==> src/rtl/trap_if.sv <==
// Trap-sequencer bus: pipeline/PCR-file inputs and PCR trap-port/redirect outputs.
// Handshake: the sequencer takes an event only when it is idle and stall is low.
// busy acts as its not-ready, and the pipeline holds an event until busy drops.
interface trap_if #(
  parameter int NUM_IRQ = 8
);
  logic               stall;
  logic               exc_valid;
  logic [4:0]         exc_cause;
  logic [31:0]        exc_pc;
  logic               exc_has_addr;
  logic [31:0]        exc_badvaddr;
  logic               eret;
  logic [NUM_IRQ-1:0] irq;
  logic [31:0]        irq_pc;
  logic [31:0]        status_in;
  logic [31:0]        evec_in;
  logic [31:0]        epc_in;
  logic               wr_en;
  logic [4:0]         wr_pcr;
  logic [31:0]        wr_data;
  logic               redirect_valid;
  logic [31:0]        redirect_pc;
  logic               busy;
  logic               fatal;

  modport master (
    output stall, exc_valid, exc_cause, exc_pc, exc_has_addr, exc_badvaddr,
           eret, irq, irq_pc, status_in, evec_in, epc_in,
    input  wr_en, wr_pcr, wr_data, redirect_valid, redirect_pc, busy, fatal
  );

  modport slave (
    input  stall, exc_valid, exc_cause, exc_pc, exc_has_addr, exc_badvaddr,
           eret, irq, irq_pc, status_in, evec_in, epc_in,
    output wr_en, wr_pcr, wr_data, redirect_valid, redirect_pc, busy, fatal
  );
endinterface

==> src/rtl/trap_sequencer.sv <==
// Sequences exception/interrupt entry and ERET through the PCR trap write port,
// one PCR write per cycle, followed by a single-cycle fetch redirect.
module trap_sequencer #(
  parameter logic [31:0] RESET_VEC = 32'h0000_2000,
  parameter int          NUM_IRQ   = 8
) (
  input  logic       clk,
  input  logic       reset,
  trap_if.slave      tif,
  output logic [2:0] dbg_state_o
);

  localparam logic [4:0] PCR_STATUS = 5'd0;
  localparam logic [4:0] PCR_EPC    = 5'd1;
  localparam logic [4:0] PCR_BADV   = 5'd2;
  localparam logic [4:0] PCR_CAUSE  = 5'd6;

  typedef enum logic [2:0] {
    S_IDLE, S_W_EPC, S_W_CAUSE, S_W_BADV, S_W_STAT, S_E_STAT, S_REDIR, S_ERROR
  } state_e;

  state_e      state_q, state_d;
  logic [31:0] pc_q, pc_d;
  logic [31:0] cause_q, cause_d;
  logic [31:0] badv_q, badv_d;
  logic        has_addr_q, has_addr_d;
  logic [31:0] target_q, target_d;

  logic [NUM_IRQ-1:0] irq_pend;
  logic               irq_take;
  logic [4:0]         irq_n;

  // Lowest-index pending line wins; nothing is pending while ET is clear.
  always_comb begin
    irq_pend = tif.irq & tif.status_in[16 +: NUM_IRQ];
    irq_take = (|irq_pend) && tif.status_in[0];
    irq_n    = 5'd0;
    for (int i = NUM_IRQ - 1; i >= 0; i--) begin
      if (irq_pend[i]) irq_n = 5'(i);
    end
  end

  always_ff @(posedge clk) begin
    if (reset) begin
      state_q    <= S_IDLE;
      pc_q       <= '0;
      cause_q    <= '0;
      badv_q     <= '0;
      has_addr_q <= 1'b0;
      target_q   <= '0;
    end else begin
      state_q    <= state_d;
      pc_q       <= pc_d;
      cause_q    <= cause_d;
      badv_q     <= badv_d;
      has_addr_q <= has_addr_d;
      target_q   <= target_d;
    end
  end

  always_comb begin
    state_d    = state_q;
    pc_d       = pc_q;
    cause_d    = cause_q;
    badv_d     = badv_q;
    has_addr_d = has_addr_q;
    target_d   = target_q;
    if (!tif.stall) begin
      unique case (state_q)
        S_IDLE: begin
          if (tif.exc_valid) begin
            if (tif.status_in[0]) begin
              pc_d       = tif.exc_pc;
              cause_d    = {27'b0, tif.exc_cause};
              badv_d     = tif.exc_badvaddr;
              has_addr_d = tif.exc_has_addr;
              state_d    = S_W_EPC;
            end else begin
              state_d = S_ERROR;
            end
          end else if (irq_take) begin
            pc_d       = tif.irq_pc;
            cause_d    = 32'h8000_0000 | {27'b0, irq_n};
            has_addr_d = 1'b0;
            state_d    = S_W_EPC;
          end else if (tif.eret) begin
            target_d = tif.epc_in;
            state_d  = S_E_STAT;
          end
        end
        S_W_EPC:   state_d = S_W_CAUSE;
        S_W_CAUSE: state_d = has_addr_q ? S_W_BADV : S_W_STAT;
        S_W_BADV:  state_d = S_W_STAT;
        S_W_STAT: begin
          target_d = (tif.evec_in == 32'd0) ? RESET_VEC : tif.evec_in;
          state_d  = S_REDIR;
        end
        S_E_STAT:  state_d = S_REDIR;
        S_REDIR:   state_d = S_IDLE;
        S_ERROR:   state_d = S_ERROR;
        default:   state_d = S_IDLE;
      endcase
    end
  end

  always_comb begin
    tif.wr_en          = 1'b0;
    tif.wr_pcr         = 5'd0;
    tif.wr_data        = 32'd0;
    tif.redirect_valid = 1'b0;
    tif.redirect_pc    = 32'd0;
    tif.busy           = (state_q != S_IDLE);
    tif.fatal          = (state_q == S_ERROR);
    if (!tif.stall) begin
      unique case (state_q)
        S_W_EPC: begin
          tif.wr_en   = 1'b1;
          tif.wr_pcr  = PCR_EPC;
          tif.wr_data = pc_q;
        end
        S_W_CAUSE: begin
          tif.wr_en   = 1'b1;
          tif.wr_pcr  = PCR_CAUSE;
          tif.wr_data = cause_q;
        end
        S_W_BADV: begin
          tif.wr_en   = 1'b1;
          tif.wr_pcr  = PCR_BADV;
          tif.wr_data = badv_q;
        end
        S_W_STAT: begin
          tif.wr_en   = 1'b1;
          tif.wr_pcr  = PCR_STATUS;
          tif.wr_data = {tif.status_in[31:6], 1'b1, tif.status_in[5],
                         tif.status_in[3:1], 1'b0};
        end
        // ERET restores S from PS and clears PS so a nested return cannot re-enter supervisor.
        S_E_STAT: begin
          tif.wr_en   = 1'b1;
          tif.wr_pcr  = PCR_STATUS;
          tif.wr_data = {tif.status_in[31:6], tif.status_in[4], 1'b0,
                         tif.status_in[3:1], 1'b1};
        end
        S_REDIR: begin
          tif.redirect_valid = 1'b1;
          tif.redirect_pc    = target_q;
        end
        default: ;
      endcase
    end
  end

  assign dbg_state_o = state_q;

endmodule

==> src/flat_wrapper.sv <==
// flat-port wrapper written by rule: the top's interface ports become plain ports
module trap_sequencer_flat 
#(
  parameter logic [31:0] RESET_VEC = 32'h0000_2000,
  parameter int          NUM_IRQ   = 8
)
  (clk, reset, dbg_state_o, tif_stall, tif_exc_valid, tif_exc_cause, tif_exc_pc, tif_exc_has_addr, tif_exc_badvaddr, tif_eret, tif_irq, tif_irq_pc, tif_status_in, tif_evec_in, tif_epc_in, tif_wr_en, tif_wr_pcr, tif_wr_data, tif_redirect_valid, tif_redirect_pc, tif_busy, tif_fatal);
  trap_if #(.NUM_IRQ(NUM_IRQ)) tif_i ();
  input  logic clk;
  input  logic reset;
  output logic [2:0] dbg_state_o;
  input wire logic [$bits(tif_i.stall)-1:0] tif_stall;
  input wire logic [$bits(tif_i.exc_valid)-1:0] tif_exc_valid;
  input wire logic [$bits(tif_i.exc_cause)-1:0] tif_exc_cause;
  input wire logic [$bits(tif_i.exc_pc)-1:0] tif_exc_pc;
  input wire logic [$bits(tif_i.exc_has_addr)-1:0] tif_exc_has_addr;
  input wire logic [$bits(tif_i.exc_badvaddr)-1:0] tif_exc_badvaddr;
  input wire logic [$bits(tif_i.eret)-1:0] tif_eret;
  input wire logic [$bits(tif_i.irq)-1:0] tif_irq;
  input wire logic [$bits(tif_i.irq_pc)-1:0] tif_irq_pc;
  input wire logic [$bits(tif_i.status_in)-1:0] tif_status_in;
  input wire logic [$bits(tif_i.evec_in)-1:0] tif_evec_in;
  input wire logic [$bits(tif_i.epc_in)-1:0] tif_epc_in;
  output wire logic [$bits(tif_i.wr_en)-1:0] tif_wr_en;
  output wire logic [$bits(tif_i.wr_pcr)-1:0] tif_wr_pcr;
  output wire logic [$bits(tif_i.wr_data)-1:0] tif_wr_data;
  output wire logic [$bits(tif_i.redirect_valid)-1:0] tif_redirect_valid;
  output wire logic [$bits(tif_i.redirect_pc)-1:0] tif_redirect_pc;
  output wire logic [$bits(tif_i.busy)-1:0] tif_busy;
  output wire logic [$bits(tif_i.fatal)-1:0] tif_fatal;
  assign tif_i.stall = tif_stall;
  assign tif_i.exc_valid = tif_exc_valid;
  assign tif_i.exc_cause = tif_exc_cause;
  assign tif_i.exc_pc = tif_exc_pc;
  assign tif_i.exc_has_addr = tif_exc_has_addr;
  assign tif_i.exc_badvaddr = tif_exc_badvaddr;
  assign tif_i.eret = tif_eret;
  assign tif_i.irq = tif_irq;
  assign tif_i.irq_pc = tif_irq_pc;
  assign tif_i.status_in = tif_status_in;
  assign tif_i.evec_in = tif_evec_in;
  assign tif_i.epc_in = tif_epc_in;
  assign tif_wr_en = tif_i.wr_en;
  assign tif_wr_pcr = tif_i.wr_pcr;
  assign tif_wr_data = tif_i.wr_data;
  assign tif_redirect_valid = tif_i.redirect_valid;
  assign tif_redirect_pc = tif_i.redirect_pc;
  assign tif_busy = tif_i.busy;
  assign tif_fatal = tif_i.fatal;
  trap_sequencer #(.RESET_VEC(RESET_VEC), .NUM_IRQ(NUM_IRQ)) u_core (.clk(clk), .reset(reset), .tif(tif_i), .dbg_state_o(dbg_state_o));
endmodule
==> config.mk <==
export PLATFORM = sky130hd
export DESIGN_NAME = trap_sequencer_flat
export DESIGN_NICKNAME = d
export VERILOG_FILES = /design/src/rtl/trap_if.sv /design/src/rtl/trap_sequencer.sv /design/src/flat_wrapper.sv
export SDC_FILE = /design/constraint.sdc
export NUM_CORES = 1
export LEC_CHECK = 0
export BUFFER_PORTS_ARGS = -buffer_cell sky130_fd_sc_hd__buf_4
export CAP_MARGIN = 20
export CORE_MARGIN = 3
export CORE_UTILIZATION = 40
export CTS_CLUSTER_SIZE = 40
export DETAILED_ROUTE_END_ITERATION = 10
export PLACE_DENSITY = 0.78
export SETUP_SLACK_MARGIN = 0.15
export SLEW_MARGIN = 25
export SYNTH_ARGS = -nofsm -noshare
export SYNTH_HDL_FRONTEND = slang
export SYNTH_SLANG_ARGS = --single-unit
==> constraint.sdc <==
create_clock -name clk -period 3.6 [get_ports clk]
set_input_delay 0.36 -clock clk [delete_from_list [all_inputs] [get_ports clk]]
set_output_delay 0.36 -clock clk [all_outputs]
set_load 0.01 [all_outputs]
==> summary.txt, run 1 <==
========================================================================================================
Worst Hold Depth                                                                                       3
Number of buffers created by CTS                                                                       9
Minimum setup slack in the final design                                                         0.623 ns
Unique cell type count in the Yosys netlist                                                           47
Number of levels in the clock H-tree                                                                   3
Placed Cells incl. Taps                                                                             1148
Switching portion of total power                                                                   0.277
Leakage                                                                                          3.52 nW
Ranking of synthesized cells by instance count                                              nor2_1, dfxtp_1, nand2_1, clkbuf_1, a21oi_1
Initial antenna violation count                                                                        0
Portion of netlist area occupied by mux cells                                                      0.114
Number of synthesized flops with an enable pin                                                         0
Wire length of the first global-routing pass                                                    30300 um
Violation count after the first detailed-route iteration                                             379
Post_cts resized                                                                                       0
Sink Count                                                                                           106
Hold buffer count at cts                                                                               0
Total global routing track utilization                                                             0.234
Yosys synthesis warning count                                                                          0
Worst-Skew Late Latency                                                                          0.35 ns
Count of max-cap constraint violations                                                                 0
Number of failing hold endpoints at the final stage                                                    0
Share of the cycle needed by the critical path after routing                                       0.827
Die span in x                                                                                     127 um
Routed via count                                                                                    6150
Maximum operating frequency                                                                      336 MHz
Parity-gate share of the synthesized area counting xor and xnor cells                                  0
Aggregate negative setup slack                                                                      0 ns
Post-synthesis simple-gate area fraction                                                           0.305
Maximum buffer depth of the clock tree                                                                 2
DIE HEIGHT                                                                                        127 um
Startpoint class of the critical path                                                               flop
Sequential fraction of the synthesis area                                                          0.364
Post-synthesis adder-cell area fraction                                                                0
Setup Buffers After CTS                                                                                0
Number of non-filler instances in the completed layout                                              1164
Unrepaired setup endpoints after global routing                                                       no
Classification of the worst setup path                                                           reg2out
Area share of the largest cell type after synthesis                                                0.364
First-pass DRT Iterations                                                                              7
Count of fill cells added during filler insertion                                                   1310
Depth of the most critical reg-to-reg path                                                             6
Asr flop ratio synth                                                                                   0
Die area                                                                                      0.0161 mm2
Fraction of power consumed by the clock network                                                    0.349
Dominant cell by count in the synthesized netlist                                                 nor2_1
CP arrival                                                                                       2.62 ns
Largest family of logic cells by synthesized area                                           simple AND/OR/NAND/NOR gates
Worst min path class                                                                              in2reg
Critical Path Sink Type                                                                       output pin
Library cell occupying the most area in the post-synthesis netlist                               dfxtp_1
Worst slew margin                                                                                  0.327
Vias in the first global route                                                                      5970
Number of endpoints failing setup at the final stage                                                   0
Worst Setup Slack post-DPL                                                                      0.995 ns
Total Routed Length                                                                             19600 um
Root buffer cell                                                                               clkbuf_16
Residual overflow from global routing                                                                  0
Starting density of the core                                                                       0.414
Largest net degree at the start of global routing                                                     82
Number of vias per cell                                                                             5.28
Internal power                                                                                   2.28 mW
Post-synth top flop                                                                              dfxtp_1
Syn Std Cell Area                                                                            0.00584 mm2
Worst IR drop on VDD                                                                            0.274 mV
Antenna-violating nets left                                                                            0
Antenna Diode Count                                                                                    0
Outcome                                                                                     finished, final reports clean
Number of max-slew violations in the final report                                                      0
Boundary Pins                                                                                        287
DR DRC count                                                                                           0
Core Area                                                                                     0.0141 mm2
Total Nets Final                                                                                    1190
Ratio of cells with drive above 1 in the final layout                                              0.390
HPWL Detailed                                                                                   14800 um
Flip-flop and latch count after synthesis                                                            106
Wire length per cell after detailed routing                                                      16.8 um
Clock skew after layout                                                                       0.00864 ns
Top area cells in the synthesized netlist                                                   dfxtp_1, nor2_1, mux2i_1
Mean area per synthesized cell                                                                  7.99 um2
Post-layout min period                                                                           2.98 ns
Placer's final routability congestion estimate                                                     0.910
Post-CTS clock slew at the launch and capture registers of the worst setup and hold paths        0.07 ns
Register share of total power                                                                      0.409
Port Buf Inserts                                                                                     284
Post-route core utilization                                                                        0.595
Slew at the pin closest to its max-slew limit                                                    1.01 ns
Gate Count Post-Synth                                                                                730
TritonCTS clock tree                                                                               built
Power Dens Cells                                                                              375 mW/mm2
P&R area growth vs syn                                                                             43.7%
Cell row count                                                                                        43
Post-synthesis compound-gate area fraction                                                         0.161
Sw power                                                                                        0.873 mW
Logic gate share of total power                                                                    0.242
Maximum net fanout on the critical path                                                               45
Req. time, crit path                                                                             3.24 ns
========================================================================================================
-- sequential cells by signal (all words and copies together) (netlist names) --
register / flops
u_core.target_q: 32
u_core.pc_q: 32
u_core.dbg_state_o: 3
u_core.cause_q: 6
u_core.badv_q: 32
u_core.has_addr_q: 1
-- final timing paths --
| kind | startpoint | endpoint | slack [ns] |
|---|---|---|---|
| hold reg to reg | u_core.badv_q[14]$_SDFFE_PP0P_ | u_core.badv_q[14]$_SDFFE_PP0P_ | 0.46 |
| setup reg to reg | u_core.dbg_state_o[0]$_SDFFE_PP0P_ | u_core.pc_q[30]$_SDFFE_PP0P_ | 1.07 |
| hold / removal | tif_exc_badvaddr[13] | u_core.badv_q[13]$_SDFFE_PP0P_ | 0.26 |
| setup / recovery | u_core.dbg_state_o[1]$_SDFFE_PP0P_ | tif_wr_data[16] | 0.62 |
-- area by class of cell --
cell class	instances	area, um2	share of cell area
multi-input combinational	555	3410	0.407
inverter	7	26.3	0.00313
sequential	106	2120	0.253
tap	180	225	0.0269
clock inverter	5	82.6	0.00985
clock buffer	11	253	0.0301
timing repair buffer	300	2260	0.270
-- power by group through the flow --
stage | registers, mW | clock network [mW] | logic, mW
after floorplan | 1.30 | 0 | 0.447
after global placement | 1.31 | 0 | 0.753
after detailed placement | 1.31 | 0 | 0.762
after CTS | 1.29 | 1.13 | 0.765
after global routing | 1.30 | 1.17 | 0.836
final | 1.29 | 1.10 | 0.762
-- kinds of logic after synthesis --
| kind of cell | Yosys count |
|---|---|
| AND/OR/NAND/NOR | 356 |
| AO/OA/AOI/OAI | 134 |
| multiplexers | 63 |
| flip-flops | 106 |
| other | 1 |
| buffers and inverters | 70 |
-- per-layer routing --
| metal | share of wire | routed length (um) | up-vias | global-route usage |
|---|---|---|---|---|
| li1 | - | - | 3049 | - |
| met1 | 0.42 | 8260 | 2833 | 0.297 |
| met2 | 0.48 | 9430 | 232 | 0.382 |
| met3 | 0.065 | 1280 | 36 | 0.0632 |
| met4 | 0.032 | 624 | 0 | 0.0801 |
| met5 | 0 | 0 | - | 0 |
-- metrics by stage --
| stage | area [um2] | power (mW) | hold slack [ns] |
|---|---|---|---|
| CTS | 8390 | 3.18 | 0.236 |
| finish | 8390 | 3.15 | 0.255 |
| global placement | 8050 | 2.07 | 0.439 |
| floorplan | 5840 | 1.75 | 0.433 |
| detailed placement | 8050 | 2.08 | 0.445 |
| global route | 8390 | 3.30 | 0.239 |
-- cell usage in the layout, fill, tap and decap left out, types with 3 or more instances in the layout --
cell,instances
buf_4,299
nor2_1,174
dfxtp_1,105
nand2_1,77
a21oi_1,42
mux2i_1,36
a211oi_1,33
and2_1,32
a22oi_1,32
mux2_2,27
nor4_2,27
nor4_1,14
clkbuf_16,9
o21ai_0,6
inv_1,5
nand3_1,5
and3_1,5
nor3_1,5
o22a_1,4
nand2b_1,3
a311oi_1,3
-- critical path, stage by stage (launching register included) --
cell and delay (ns):
dfxtp_2 0.32, buf_4 0.47, nand2_1 0.20, nand3_1 0.72
buf_4 0.33, nor2_1 0.08, buf_4 0.14
Note: power is estimated with default switching activity, not from simulation.
==> run 2: changes to the inputs <==
clock period = 2.75 ns   (was 3.6 ns; I/O delays follow)
==> run 2 against run 1 <==
  * Final area barely moved
  * Cell count rose by 0.17%
  * Utilization barely moved
  * Setup slack got worse by 0.33 ns
  * Die area did not move
  * Routed wire length rose by 1.9%
  * Global-route usage rose by 0.21 points
  * Clock power rose by 18%
  * Non-clock buffer count rose by 2
  * Via count rose by 0.23%
  * Flip-flop and latch count did not move
==> summary.txt, run 2 (synthesized netlist as in run 1, its figures left out) <==
========================================================================================================
Maximum net fanout on the critical path                                                               45
Number of max-slew violations in the final report                                                      0
Ratio of cells with drive above 1 in the final layout                                              0.390
Violation count after the first detailed-route iteration                                             383
Die area                                                                                      0.0161 mm2
CP arrival                                                                                       2.18 ns
Antenna Diode Count                                                                                    0
Depth of the most critical reg-to-reg path                                                             6
HPWL Detailed                                                                                   14900 um
Number of vias per cell                                                                             5.29
Share of the cycle needed by the critical path after routing                                       0.892
Core Area                                                                                     0.0141 mm2
Critical Path Sink Type                                                                       output pin
Startpoint class of the critical path                                                               flop
Storage element area                                                                         0.00212 mm2
TritonCTS clock tree                                                                               built
Maximum buffer depth of the clock tree                                                                 2
Maximum operating frequency                                                                      408 MHz
Placer's final routability congestion estimate                                                     0.881
Outcome                                                                                     finished, final reports clean
Residual overflow from global routing                                                                  0
Area occupied by multi-input gates                                                           0.00341 mm2
Total Routed Length                                                                             20000 um
CP Launch Point                                                                             u_core.dbg_state_o[1]$_SDFFE_PP0P_
Aggregate negative setup slack                                                                      0 ns
Wire length per cell after detailed routing                                                      17.1 um
Initial antenna violation count                                                                        1
Routed via count                                                                                    6164
Total Power                                                                                      4.00 mW
Number of endpoints failing setup at the final stage                                                   0
Starting density of the core                                                                       0.414
Power Dens Cells                                                                              477 mW/mm2
Worst IR drop on VDD                                                                            0.401 mV
Count of fill cells added during filler insertion                                                   1305
Number of buffers created by CTS                                                                       9
Wire length of the first global-routing pass                                                    30500 um
Commonest cells after routing, fill and taps aside                                          buf_4, nor2_1, dfxtp_1
Hold buffer count at cts                                                                               0
Setup Buffers After CTS                                                                                0
Largest net degree at the start of global routing                                                     73
Worst-Skew Late Latency                                                                          0.35 ns
Number of failing hold endpoints at the final stage                                                    0
Total global routing track utilization                                                             0.236
Leakage                                                                                          3.52 nW
Hold Crit Endpoint                                                                          u_core.badv_q[12]$_SDFFE_PP0P_
Antenna-violating nets left                                                                            0
Worst slew margin                                                                                  0.444
Clock skew after layout                                                                       0.00847 ns
Slew at the pin closest to its max-slew limit                                                   0.834 ns
Cell row count                                                                                        43
Min-delay src                                                                               tif_exc_badvaddr[12]
DIE HEIGHT                                                                                        127 um
Vias in the first global route                                                                      5906
Post-CTS clock slew at the launch and capture registers of the worst setup and hold paths        0.07 ns
Classification of the worst setup path                                                           reg2out
Worst min path class                                                                              in2reg
Worst Hold Depth                                                                                       3
Port Buf Inserts                                                                                     284
P&R area growth vs syn                                                                             43.7%
Number of levels in the clock H-tree                                                                   3
Register-to-register setup slack                                                                 0.62 ns
Root buffer cell                                                                               clkbuf_16
Count of max-cap constraint violations                                                                 0
First-pass DRT Iterations                                                                              5
R2r startpoint                                                                              u_core.dbg_state_o[0]$_SDFFE_PP0P_
Sink Count                                                                                           106
Total Nets Final                                                                                    1192
Unrepaired setup endpoints after global routing                                                       no
Most common cell after layout, fill and taps aside                                                 buf_4
Req. time, crit path                                                                             2.48 ns
Worst R2R End                                                                               u_core.pc_q[6]$_SDFFE_PP0P_
Die span in x                                                                                     127 um
Post-layout min period                                                                           2.45 ns
Post_cts resized                                                                                       0
Largest registers in the final layout                                                       u_core.badv_q (32), u_core.pc_q (32), u_core.target_q (32)
Boundary Pins                                                                                        287
DR DRC count                                                                                           0
========================================================================================================
## run 2: cell types whose count changed in the layout (fill, tap and decap cells not counted), sizes merged
cell | before | now
inv | 7 | 5
clkinv | 3 | 6
bufinv | 2 | 1
buf | 300 | 302
## run 2: layout make-up
type / count / share of cell area
multi-input cells: 555 / 0.407
inverters: 7 / 0.00313
clock inverters: 5 / 0.00641
flip-flops and latches: 106 / 0.253
clock buffers: 11 / 0.0289
well taps: 180 / 0.0268
repair buffers: 302 / 0.275
## run 2: worst max path at each step
stage / endpoint / slack, ns
after floorplan: tif_wr_data[5] / 0.64
after global placement: u_core.target_q[14]$_SDFFE_PP0P_ / 0.59
after detailed placement: u_core.target_q[25]$_SDFFE_PP0P_ / 0.57
after CTS: tif_wr_data[18] / 0.26
after global routing: tif_wr_data[26] / 0.15
final: tif_wr_data[18] / 0.30
## run 2: per-layer routing
| metal | share of wire | routed length (um) | track usage |
|---|---|---|---|
| met1 | 0.41 | 8280 | 0.292 |
| met2 | 0.49 | 9820 | 0.396 |
| met3 | 0.067 | 1340 | 0.0699 |
| met4 | 0.025 | 507 | 0.0707 |
| met5 | 0.00060 | 12 | 0 |
## run 2: metrics by stage
stage / setup WS (ns) / instance area, um2 / hold WS, ns / instances / utilization
final: 0.297 / 8390 / 0.165 / 1166 / 0.595
after CTS: 0.259 / 8390 / 0.153 / 1166 / 0.595
after global placement: 0.593 / 8090 / 0.437 / 1150 / 0.574
after global routing: 0.151 / 8390 / 0.152 / 1166 / 0.595
after floorplan: 0.638 / 5840 / 0.411 / 731 / -
after detailed placement: 0.565 / 8090 / 0.446 / 1150 / 0.574
## run 2: critical path, stage by stage, from the launching register on
cell     delay (ns)
dfxtp_2        0.33
buf_4          0.46
nand2_1        0.22
nand3_1        0.14
buf_4          0.38
nor2_1         0.13
buf_4          0.17
## run 2: power breakdown
group | internal, mW | total, mW | switching [mW] | leakage, nW
clock network | 0.728 | 1.30 | 0.569 | 0.149
registers | 1.64 | 1.69 | 0.0504 | 0.864
logic | 0.499 | 1.01 | 0.514 | 2.51
==> run 3: changes to the inputs <==
CORE_MARGIN = 4   (was 3)
PLACE_DENSITY = 0.71   (was 0.78)
==> run 3 against run 2 <==
  * Routed wire length is 0.46% higher
  * Via count is 0.44% lower
  * Sequential share of layout area is 0.12 points lower
  * Setup slack better by 0.029 ns
  * Clock power hardly changed
  * Critical endpoint is now tif_wr_data[5]
  * Largest cell class unchanged
==> summary.txt, run 3 (synthesized netlist as in run 1, its figures left out) <==
========================================================================================================
Outcome                                                                                     finished, final reports clean
Worst min path class                                                                              in2reg
Share of the cycle needed by the critical path after routing                                       0.881
Residual overflow from global routing                                                                  0
Antenna-violating nets left                                                                            0
Classification of the worst setup path                                                           reg2out
Startpoint class of the critical path                                                               flop
Maximum buffer depth of the clock tree                                                                 2
Wire length of the first global-routing pass                                                    30700 um
Number of failing hold endpoints at the final stage                                                    0
Storage element area                                                                         0.00212 mm2
Req. time, crit path                                                                             2.48 ns
Worst hold slack after final layout                                                             0.170 ns
Core Area                                                                                     0.0141 mm2
Count of fill cells added during filler insertion                                                   1308
Largest registers in the final layout                                                       u_core.badv_q (32), u_core.pc_q (32), u_core.target_q (32)
Most common cell after layout, fill and taps aside                                                 buf_4
Number of endpoints failing setup at the final stage                                                   0
First-pass DRT Iterations                                                                              5
Cells traversed along the worst timing path                                                 buf_4 -> clkinv_1 -> nor2_4 -> buf_12 -> nand2_1 -> a21oi_1 -> buf_4
Antenna Diode Count                                                                                    0
Ratio of cells with drive above 1 in the final layout                                              0.390
Total Nets Final                                                                                    1192
Placer's final routability congestion estimate                                                     0.828
Setup Buffers After CTS                                                                                0
Total global routing track utilization                                                             0.232
Die area                                                                                      0.0166 mm2
Area of all placed cells without fillers                                                     0.00843 mm2
Boundary Pins                                                                                        287
Area occupied by multi-input gates                                                           0.00342 mm2
Worst IR drop on VDD                                                                            0.541 mV
HPWL Detailed                                                                                   14900 um
Aggregate negative setup slack                                                                      0 ns
TritonCTS clock tree                                                                               built
Die span in x                                                                                     129 um
CP arrival                                                                                       2.15 ns
P&R area growth vs syn                                                                             44.4%
Initial antenna violation count                                                                        0
Critical Path Sink Type                                                                       output pin
Number of vias per cell                                                                             5.26
Wire length per cell after detailed routing                                                      17.2 um
Maximum operating frequency                                                                      413 MHz
DR DRC count                                                                                           0
Worst-Skew Late Latency                                                                          0.35 ns
Vias in the first global route                                                                      5947
Max incr delay on CP                                                                             0.35 ns
Routed via count                                                                                    6137
Cell at the slowest stage of the critical path                                                    nor2_4
Number of levels in the clock H-tree                                                                   3
Largest net degree at the start of global routing                                                     65
Count of max-cap constraint violations                                                                 0
Post-detailed-placement cell area                                                            0.00812 mm2
Starting density of the core                                                                       0.414
Violation count after the first detailed-route iteration                                             276
Total Routed Length                                                                             20100 um
DIE HEIGHT                                                                                        129 um
Power Dens Cells                                                                              477 mW/mm2
Root buffer cell                                                                               clkbuf_16
Sink Count                                                                                           106
Post-CTS clock slew at the launch and capture registers of the worst setup and hold paths        0.07 ns
Maximum net fanout on the critical path                                                               19
Number of buffers created by CTS                                                                       9
Worst slew margin                                                                                  0.518
Unrepaired setup endpoints after global routing                                                       no
Commonest cells after routing, fill and taps aside                                          buf_4, nor2_1, dfxtp_1
Clock skew after layout                                                                       0.00867 ns
Port Buf Inserts                                                                                     284
Number of max-slew violations in the final report                                                      0
Post-layout min period                                                                           2.42 ns
Leakage                                                                                          3.52 nW
Slew at the pin closest to its max-slew limit                                                   0.722 ns
Cell mode on critical path                                                                         buf_4
Cell row count                                                                                        43
========================================================================================================
## run 3: worst max-delay path, delay by kind of cell, from the launching register on
family	cells	cell delay, ns
compound gates	1	0.15
buf+inv	4	0.90
flops	1	0.32
simple gates	2	0.41
## run 3: stage by stage
| stage | utilization | instances | worst slack (ns) | total power [mW] |
|---|---|---|---|---|
| floorplan | - | 731 | 0.638 | 2.29 |
| global placement | 0.576 | 1150 | 0.600 | 2.73 |
| detailed placement | 0.576 | 1150 | 0.573 | 2.74 |
| CTS | 0.597 | 1166 | 0.182 | 4.05 |
| global route | 0.598 | 1166 | 0.177 | 4.22 |
| finish | 0.598 | 1166 | 0.326 | 4.02 |
## run 3: worst paths after layout
kind	start	endpoint	slack [ns]	cells past startpoint
worst max-delay path	u_core.dbg_state_o[0]$_SDFFE_PP0P_	tif_wr_data[5]	0.33	7
worst min-delay path	tif_exc_badvaddr[17]	u_core.badv_q[17]$_SDFFE_PP0P_	0.17	3
worst max register to register	u_core.dbg_state_o[0]$_SDFFE_PP0P_	u_core.pc_q[26]$_SDFFE_PP0P_	0.57	6
worst min register to register	u_core.badv_q[7]$_SDFFE_PP0P_	u_core.badv_q[7]$_SDFFE_PP0P_	0.46	2
## run 3: final cells by class
cell class	count	share of cell area
flip-flops and latches	106	0.252
multi-input cells	555	0.405
clock inverters	4	0.00609
well taps	180	0.0267
inverters	7	0.00356
clock buffers	12	0.0293
repair buffers	302	0.277
## run 3: what timing repair did
item	CTS	global route
setup endpoints to repair	0	25
hold buffers	0	0
resized for setup	0	3
## run 3: per-layer routing
metal	track usage	routed length (um)	part of all wire
met3	0.0631	1290	0.064
met5	0	0	0
met1	0.303	8640	0.43
met4	0.0698	503	0.025
met2	0.375	9630	0.48
## run 3: power breakdown
| group | total [mW] | internal [mW] | switching (mW) |
|---|---|---|---|
| clock | 1.31 | 0.732 | 0.577 |
| sequential | 1.69 | 1.64 | 0.0510 |
| combinational | 1.02 | 0.506 | 0.514 |
